[config.mk]
export PLATFORM = sky130hd
export DESIGN_NAME = l2_port_arbiter
export DESIGN_NICKNAME = d
export VERILOG_FILES = /design/src/rtl/l2_port_arbiter.sv
export SDC_FILE = /design/constraint.sdc
export NUM_CORES = 1
export LEC_CHECK = 0
export ABC_AREA = 1
export CELL_PAD_IN_SITES_DETAIL_PLACEMENT = 1
export CELL_PAD_IN_SITES_GLOBAL_PLACEMENT = 2
export CORE_AREA = 2 2 340 342
export CTS_BUF_LIST = sky130_fd_sc_hd__clkbuf_16
export DETAILED_ROUTE_END_ITERATION = 10
export DIE_AREA = 0 0 342 344
export GPL_TIMING_DRIVEN = 0
export PLACE_DENSITY = 0.67
export SLEW_MARGIN = 20
export SYNTH_ARGS = -nofsm -noshare
export SYNTH_HDL_FRONTEND = slang
export SYNTH_SLANG_ARGS = --single-unit
[constraint.sdc]
create_clock -name clk -period 3 [get_ports clk]
set_input_delay 0.75 -clock clk [delete_from_list [all_inputs] [get_ports clk]]
set_output_delay 0.75 -clock clk [all_outputs]
set_load 0.03 [all_outputs]
[src/rtl/l2_port_arbiter.sv]
// l2_port_arbiter: shares one block-memory port between the I-cache and D-cache.
// One request is granted at a time. The winner's command is latched and one memory
// transaction runs. The winner then gets a single-cycle ready pulse.
// Contested grants go to the preferred side, but a bounded streak rule stops the
// other side from starving.
//
//   state  | meaning
//   IDLE   | waiting for a request; arbitration and command latch happen here
//   GNT_I  | I-side transaction on the memory port, waiting for mem_ready
//   GNT_D  | D-side transaction on the memory port, waiting for mem_ready
//   DONE_I | Icache_ready pulse, memory strobes low
//   DONE_D | Dcache_ready pulse, memory strobes low
module l2_port_arbiter #(
   parameter int ADDR_W     = 28,
   parameter int DATA_W     = 128,
   parameter int D_PRIORITY = 1,
   parameter int STARVE_MAX = 4
) (
   input  logic              clk,
   input  logic              proc_reset_n,
   input  logic              Icache_read,
   input  logic              Icache_write,
   input  logic [ADDR_W-1:0] Icache_addr,
   input  logic [DATA_W-1:0] Icache_wdata,
   output logic              Icache_ready,
   output logic [DATA_W-1:0] Icache_rdata,
   input  logic              Dcache_read,
   input  logic              Dcache_write,
   input  logic [ADDR_W-1:0] Dcache_addr,
   input  logic [DATA_W-1:0] Dcache_wdata,
   output logic              Dcache_ready,
   output logic [DATA_W-1:0] Dcache_rdata,
   output logic              mem_read,
   output logic              mem_write,
   output logic [ADDR_W-1:0] mem_addr,
   output logic [DATA_W-1:0] mem_wdata,
   input  logic [DATA_W-1:0] mem_rdata,
   input  logic              mem_ready
);

   typedef enum logic [2:0] {IDLE, GNT_I, GNT_D, DONE_I, DONE_D} state_t;

   localparam logic       PREF_D     = (D_PRIORITY != 0);
   localparam logic [2:0] STARVE_LIM = 3'(STARVE_MAX);

   state_t              state, state_nxt;
   logic                op_write;
   logic [ADDR_W-1:0]   addr_q;
   logic [DATA_W-1:0]   wdata_q;
   logic [DATA_W-1:0]   rdata_i_q, rdata_d_q;
   logic [2:0]          streak;
   logic                last_d;      // 1: last grant went to the D side
   logic                req_i, req_d, contested, pick_d, starved, grant;

   assign req_i     = Icache_read | Icache_write;
   assign req_d     = Dcache_read | Dcache_write;
   assign contested = req_i & req_d;
   assign grant     = (state == IDLE) & (req_i | req_d);

   // Arbitration: the preferred side wins a contest unless it has already held a long enough streak
   always_comb begin
      starved = 1'b0;
      pick_d  = req_d;
      if (contested) begin
         starved = (last_d == PREF_D) && (streak >= STARVE_LIM);
         pick_d  = starved ? ~PREF_D : PREF_D;
      end
   end

   // Next-state logic
   always_comb begin
      state_nxt = state;
      unique case (state)
         IDLE:    if (grant) state_nxt = pick_d ? GNT_D : GNT_I;
         GNT_I:   if (mem_ready) state_nxt = DONE_I;
         GNT_D:   if (mem_ready) state_nxt = DONE_D;
         DONE_I,
         DONE_D:  state_nxt = IDLE;
         default: state_nxt = IDLE;
      endcase
   end

   // State register; reset abandons any transaction in flight
   always_ff @(posedge clk or negedge proc_reset_n) begin
      if (!proc_reset_n) state <= IDLE;
      else               state <= state_nxt;
   end

   // Command latch, streak tracking and read-data capture
   always_ff @(posedge clk or negedge proc_reset_n) begin
      if (!proc_reset_n) begin
         op_write  <= 1'b0;
         addr_q    <= '0;
         wdata_q   <= '0;
         rdata_i_q <= '0;
         rdata_d_q <= '0;
         streak    <= 3'd0;
         last_d    <= 1'b0;
      end else begin
         if (grant) begin
            // a request with both read and write high performs the write
            op_write <= pick_d ? Dcache_write : Icache_write;
            addr_q   <= pick_d ? Dcache_addr  : Icache_addr;
            wdata_q  <= pick_d ? Dcache_wdata : Icache_wdata;
            last_d   <= pick_d;
            if (!contested)
               streak <= 3'd0;
            else if (pick_d == last_d)
               streak <= (streak == 3'd7) ? 3'd7 : streak + 3'd1;
            else
               streak <= 3'd1;
         end
         if (state == GNT_I && mem_ready) rdata_i_q <= mem_rdata;
         if (state == GNT_D && mem_ready) rdata_d_q <= mem_rdata;
      end
   end

   // Port outputs derived from state and latched command
   always_comb begin
      mem_read     = (state == GNT_I || state == GNT_D) && !op_write;
      mem_write    = (state == GNT_I || state == GNT_D) &&  op_write;
      mem_addr     = addr_q;
      mem_wdata    = wdata_q;
      Icache_ready = (state == DONE_I);
      Dcache_ready = (state == DONE_D);
      Icache_rdata = rdata_i_q;
      Dcache_rdata = rdata_d_q;
   end

endmodule

==> results of run 1 <==
worst reg2reg max path: stages, from the launching register on:
cell and delay (ns):
dfrtp_1 0.39, nand2_1 0.07, inv_1 0.05, nand2_1 0.10, nand2_2 0.26, buf_2 0.40, buf_2 0.41, nand2_1 0.09
nand2_1 0.17, o21ai_1 0.08
cell usage in the layout (no fill, tap or decap), types with 2 or more instances in the layout:
cell type	Yosys	final
o21ai_0	187	187
clkinvlp_4	0	3
nor2_1	160	159
clkinv_1	0	13
nand2_1	753	753
clkinv_2	0	13
dlygate4sd2_1	0	2
bufinv_16	0	2
buf_16	0	5
buf_4	5	5
nor3_1	3	3
nand3_1	4	4
dfrtp_1	420	420
buf_2	96	98
nand2_2	3	3
a21oi_1	2	2
clkbuf_1	12	12
o21ai_1	227	227
buf_6	11	11
inv_6	0	2
nor2_2	2	2
clkbuf_16	0	56
clkinv_16	0	2
nand3_2	2	2
diode_2	0	6
inv_1	299	310
clkdlybuf4s50_1	0	857
metal layers:
metal | global-route usage (%) | vias to the layer above | routed length, um
li1 | - | 8539 | -
met1 | 17.2 | 8547 | 36500
met2 | 27.8 | 556 | 47600
met3 | 5.63 | 134 | 8090
met4 | 5.68 | 16 | 3260
met5 | 0 | - | 108
per-stage QoR:
stage | cells | utilization (%) | power (mW) | TNS (ns)
4_1_cts | 4675 | 26.7 | 36.3 | 0
6_report | 4681 | 26.7 | 35.5 | 0
2_1_floorplan | 2192 | - | 19.8 | 0
3_3_place_gp | 4566 | 25.0 | 29.4 | -8566.46
5_1_grt | 4679 | 26.7 | 37.8 | 0
3_5_place_dp | 4571 | 25.1 | 29.6 | -32.57
kinds of logic after synthesis:
kind of cell             after synthesis
AO/OA/AOI/OAI                        418
flip-flops                           420
buffers and inverters                424
adder cells (fa/ha/maj)                1
AND/OR/NAND/NOR                      929
sequential cells by signal (all words and copies together), names as in the netlist:
register / cells
Dcache_rdata: 128
Icache_rdata: 128
last_d: 1
mem_addr: 28
mem_wdata: 128
op_write: 1
state: 3
streak: 3
where the power goes:
group          internal [mW]  total [mW]  switching, mW
logic                   7.05        19.0           12.0
clock network           3.57        6.44           2.88
registers               8.40        9.97           1.56
total                   19.0        35.5           16.4
final timing paths:
check                      cells after the start  slack, ns                      endpoint                         start
max                                            7       0.22                      mem_read          state[1]$_DFFE_PN0P_
min                                            2       0.48  Icache_rdata[46]$_DFFE_PN0P_  Icache_rdata[46]$_DFFE_PN0P_
max reg2reg                                    9       0.88     mem_wdata[63]$_DFFE_PN0P_         streak[2]$_DFFE_PN0P_
min reg2reg                                    2       0.48  Icache_rdata[46]$_DFFE_PN0P_  Icache_rdata[46]$_DFFE_PN0P_
max in group asynchronous                      5       0.77  Icache_rdata[65]$_DFFE_PN0P_                  proc_reset_n
min in group asynchronous                      2       0.56       mem_addr[1]$_DFFE_PN0P_                  proc_reset_n
cell type report:
| class | count | share of cell area (%) |
|---|---|---|
| antenna | 6 | 0.0494 |
| clock buffer | 56 | 4.61 |
| timing repair buffer | 868 | 28.9 |
| sequential | 420 | 34.6 |
| buffer | 124 | 2.26 |
| inverter | 300 | 3.71 |
| clock inverter | 47 | 1.07 |
| multi-input combinational | 1348 | 18.6 |
| tap | 1512 | 6.23 |
what timing repair did:
item                                    CTS  global route
hold buffers                              1             0
endpoints found under the hold margin    18             0
endpoints found under the setup margin    4             2
gates resized for setup                  10             4
==> results.yml, run 1 <==
outcome:
  outcome: "complete, no violations"
die:
  initial_utilization_pct: 15.8
  die_area_mm2: 0.118
  io_pins: 863
  die_y_um: 344
  coreArea_mm2: 0.114
  die_w_um: 342
  rows: 124
logic_synthesis:
  async_flop_share_pct: 100
  synth_most_common_cell: "nand2_1"
  synth_flop_cell: "dfrtp_1"
  synth_common_cells: "753 x nand2_1, 420 x dfrtp_1, 299 x inv_1"
  synthAdderAreaFrac_pct: 0.0696
  ys_types: 22
  synth_edf_count: 0
  synth.area.top_cells: "dfrtp_1 58%, nand2_1 16%, o21ai_1 6.3%"
  synth_nets: 2640
  syn_area_mm2: 0.0180
  synth.avg_cell_area_um2: 8.20
  yosysTopAreaCellShare_pct: 58.5
  netlist_instances: 2192
  synth-xor-area-share_pct: 0
  yosysTopAreaCell: "dfrtp_1"
  synth_top_family_by_area: "simple AND/OR/NAND/NOR gates"
  yosysSeqAreaShare_pct: 58.5
  ys_warn_count: 0
  synth_mux_area_share_pct: 0
  synthSimpleGateAreaFrac_pct: 19.7
  synth.ff_latch_count: 420
  synth-compound-area-share_pct: 11.7
global_route:
  gr-total-overflow: 0
  grt_max_degree: 90
  antenna_found_initial: 17
  grt_pass1_vias: 19152
  grt_first_pass_wirelength_um: 135000
  track_usage_pct: 15.7
place:
  dpl_cell_area_mm2: 0.0286
  pre_cts_slack_ns: -0.407
  post-dp-hpwl_um: 74700
  io_buffers: 862
  place_congestion: 0.808
layout:
  drive_gt1_share_pct: 6.61
  regArea_mm2: 0.0105
  multi_input_area_mm2: 0.00565
  n_fill_cell: 13563
  finalInstanceArea_mm2: 0.0304
  nets: 3566
  area_delta_synth_final_pct: 69.1
worst_setup_path:
  crit_arrival_ns: 2.03
  cpPeakStageDelay_ns: 0.41
  cp_data_required_time_ns: 2.25
  critPathMaxFanout: 4
  crit_buf_inv: 3
  cp_top_family: "simple AND/OR/NAND/NOR gates"
  crit_chain: "inv_1, nor2_2, nand2_1, nand2_1, inv_1, nor2_4, buf_2"
  critPathKind: "flop to output port"
  critPathSlowestCell: "dfrtp_1"
  crit_path_end_kind: "output port"
  cp-start-kind: "flop"
timing:
  whs_ns: 0.480
  relSlewSlack_pct: 49.1
  rsz0062_at_grt: "false"
  fin_skew_ns: 0.0413
  final_hold_viol_count: 0
  clock.fmax_mhz: 359
  slew_violations: 0
  layout_setup_ws_ns: 0.216
  setup_viol: 0
  min_period_ns: 2.78
  worstMarginPinSlew_ns: 0.763
  finalCritPeriodShare_pct: 92.8
route:
  wl_per_cell_um: 20.4
  num_vias: 17792
  drt_iter0_markers: 618
  viasPerCell: 3.80
  firstDrtPassIters: 5
  drc: 0
  postRouteAntennaNets: 0
  drt_wl_total_um: 95600
cts:
  clkTransAtPathRegs_ns: 0.06
  root_buffer: "clkbuf_16"
  tritoncts: "built"
  cts_setup_buffers: 0
  clk_latency_ns: 0.66
  cts_sinks: 420
  clk_path_buf_depth: 3
  numCtsBuffers: 56
  h-tree-depth: 2
power:
  cellPowerDensity_mw_per_mm2: 1170
  ir_drop_uv: 483
  p_leak_nw: 14.1
hold_path:
  hold_class: "flop to flop"
run:
  maxCapViolCount: 0
Note: power is estimated with default switching activity, not from simulation.
==> run 2: changes to the inputs <==
Settings changed: CTS_BUF_LIST sky130_fd_sc_hd__clkbuf_16 to sky130_fd_sc_hd__clkbuf_8 sky130_fd_sc_hd__clkbuf_16.
==> run 2 against run 1 <==
Total power rose by 1.0%. Die area stayed put. Fmax up 0.12%. Cell area rose by 0.43%. Largest cell class unchanged.
==> results.yml, run 2 (synthesis gave the netlist of run 1 again) <==
outcome:
  outcome: "complete, no violations"
timing:
  rsz0062_at_grt: "false"
  finalCritPeriodShare_pct: 92.7
  slew_violations: 0
  setup_viol: 0
  final_hold_viol_count: 0
  clock.fmax_mhz: 360
  worstMarginPinSlew_ns: 0.764
  relSlewSlack_pct: 49.1
  min_period_ns: 2.78
  fin_setup_tns_ns: 0
  fin_skew_ns: 0.0379
worst_setup_path:
  crit_buf_inv: 3
  crit_arrival_ns: 2.03
  cp-start-kind: "flop"
  critPathKind: "flop to output port"
  startpoint: "state[1]$_DFFE_PN0P_"
  critPathSlowestCell: "dfrtp_1"
  crit_path_end_kind: "output port"
  cpPeakStageDelay_ns: 0.41
  cp_top_family: "simple AND/OR/NAND/NOR gates"
  crit_chain: "inv_1, nor2_2, nand2_1, nand2_1, inv_1, nor2_4, buf_2"
  critPathMaxFanout: 4
  r2r_start: "streak[2]$_DFFE_PN0P_"
  cp_data_required_time_ns: 2.25
global_route:
  grt_first_pass_wirelength_um: 135000
  grt_pass1_vias: 19136
  gr-total-overflow: 0
  antenna_found_initial: 16
  grt_max_degree: 90
  track_usage_pct: 15.7
cts:
  h-tree-depth: 2
  tritoncts: "built"
  root_buffer: "clkbuf_16"
  clk_path_buf_depth: 3
  cts_setup_buffers: 0
  numCtsBuffers: 56
  clk_latency_ns: 0.66
  cts_sinks: 420
  clkTransAtPathRegs_ns: 0.06
layout:
  nets: 3566
  drive_gt1_share_pct: 7.02
  regArea_mm2: 0.0105
  layout_commonest_cell: "clkdlybuf4s50_1"
  multi_input_area_mm2: 0.00565
  area_delta_synth_final_pct: 69.8
  final_cell_mix: "857 x clkdlybuf4s50_1, 753 x nand2_1, 420 x dfrtp_1"
  n_fill_cell: 13543
route:
  num_vias: 17830
  firstDrtPassIters: 4
  postRouteAntennaNets: 0
  drt_wl_total_um: 95600
  viasPerCell: 3.81
  drc: 0
  drt_iter0_markers: 611
  wl_per_cell_um: 20.4
hold_path:
  hold_class: "flop to flop"
  hp-start: "Icache_rdata[46]$_DFFE_PN0P_"
die:
  die_w_um: 342
  coreArea_mm2: 0.114
  io_pins: 863
  rows: 124
  die_y_um: 344
  initial_utilization_pct: 15.8
  die_area_mm2: 0.118
power:
  cellPowerDensity_mw_per_mm2: 1170
  ir_drop_uv: 478
  p_leak_nw: 14.2
  fin_total_pwr_mw: 35.8
place:
  io_buffers: 862
  post-dp-hpwl_um: 74700
  place_congestion: 0.808
run:
  maxCapViolCount: 0
==> run 2: final cells by class <==
type,instances,share of cell area (%)
Sequential cell,420,34.5
Timing Repair Buffer,868,28.7
Multi-Input combinational cell,1348,18.5
Tap cell,1512,6.20
Clock buffer,69,5.18
Inverter,300,3.69
Buffer,124,2.25
Clock inverter,34,0.902
Antenna cell,6,0.0492
==> run 2: repair_timing <==
| item | CTS | global route |
|---|---|---|
| setup endpoints to repair | 4 | 2 |
| resized for setup | 10 | 4 |
| endpoints found under the hold margin | 18 | 0 |
| hold buffers | 1 | 0 |
| pin swaps | 0 | 0 |
==> run 2: worst paths after layout <==
path                       depth (start not counted)  slack [ns]                            to
max reg2reg                                        9        0.87     mem_wdata[63]$_DFFE_PN0P_
max                                                7        0.22                      mem_read
min                                                2        0.48  Icache_rdata[46]$_DFFE_PN0P_
max in group asynchronous                          5        0.75  Icache_rdata[29]$_DFFE_PN0P_
min reg2reg                                        2        0.48  Icache_rdata[46]$_DFFE_PN0P_
min in group asynchronous                          2        0.56       mem_addr[1]$_DFFE_PN0P_
==> run 2: layer usage <==
metal | routed length [um] | GRT usage [%] | share of wire (%) | up-vias
met4 | 3370 | 5.70 | 3.5 | 14
li1 | - | - | - | 8538
met3 | 7980 | 5.54 | 8.3 | 137
met2 | 47500 | 27.8 | 50 | 555
met5 | 101 | 0 | 0.11 | -
met1 | 36700 | 17.3 | 38 | 8586
==> run 2: report_power, final <==
part,internal [mW],switching [mW]
sequential,8.40,1.57
clock,3.90,2.89
combinational,7.05,12.0
total,19.4,16.5
==> run 2: through the flow <==
step | cell area (um^2) | setup WS (ns) | hold WS, ns | std cells | utilization, %
floorplan | 18000 | 1.05 | 0.453 | 2192 | -
global placement | 28500 | -20.43 | 0.466 | 4566 | 25.0
detailed placement | 28600 | -0.407 | 0.473 | 4571 | 25.1
CTS | 30500 | 0.0194 | 0.488 | 4675 | 26.8
global route | 30500 | 0.0792 | 0.506 | 4680 | 26.8
finish | 30500 | 0.219 | 0.481 | 4681 | 26.8
==> run 2: worst register-to-register path, delay by kind of cell (launching register included) <==
family,cells,cell delay [ns]
flops,1,0.39
compound gates,1,0.08
buf+inv,3,0.87
simple gates,5,0.70
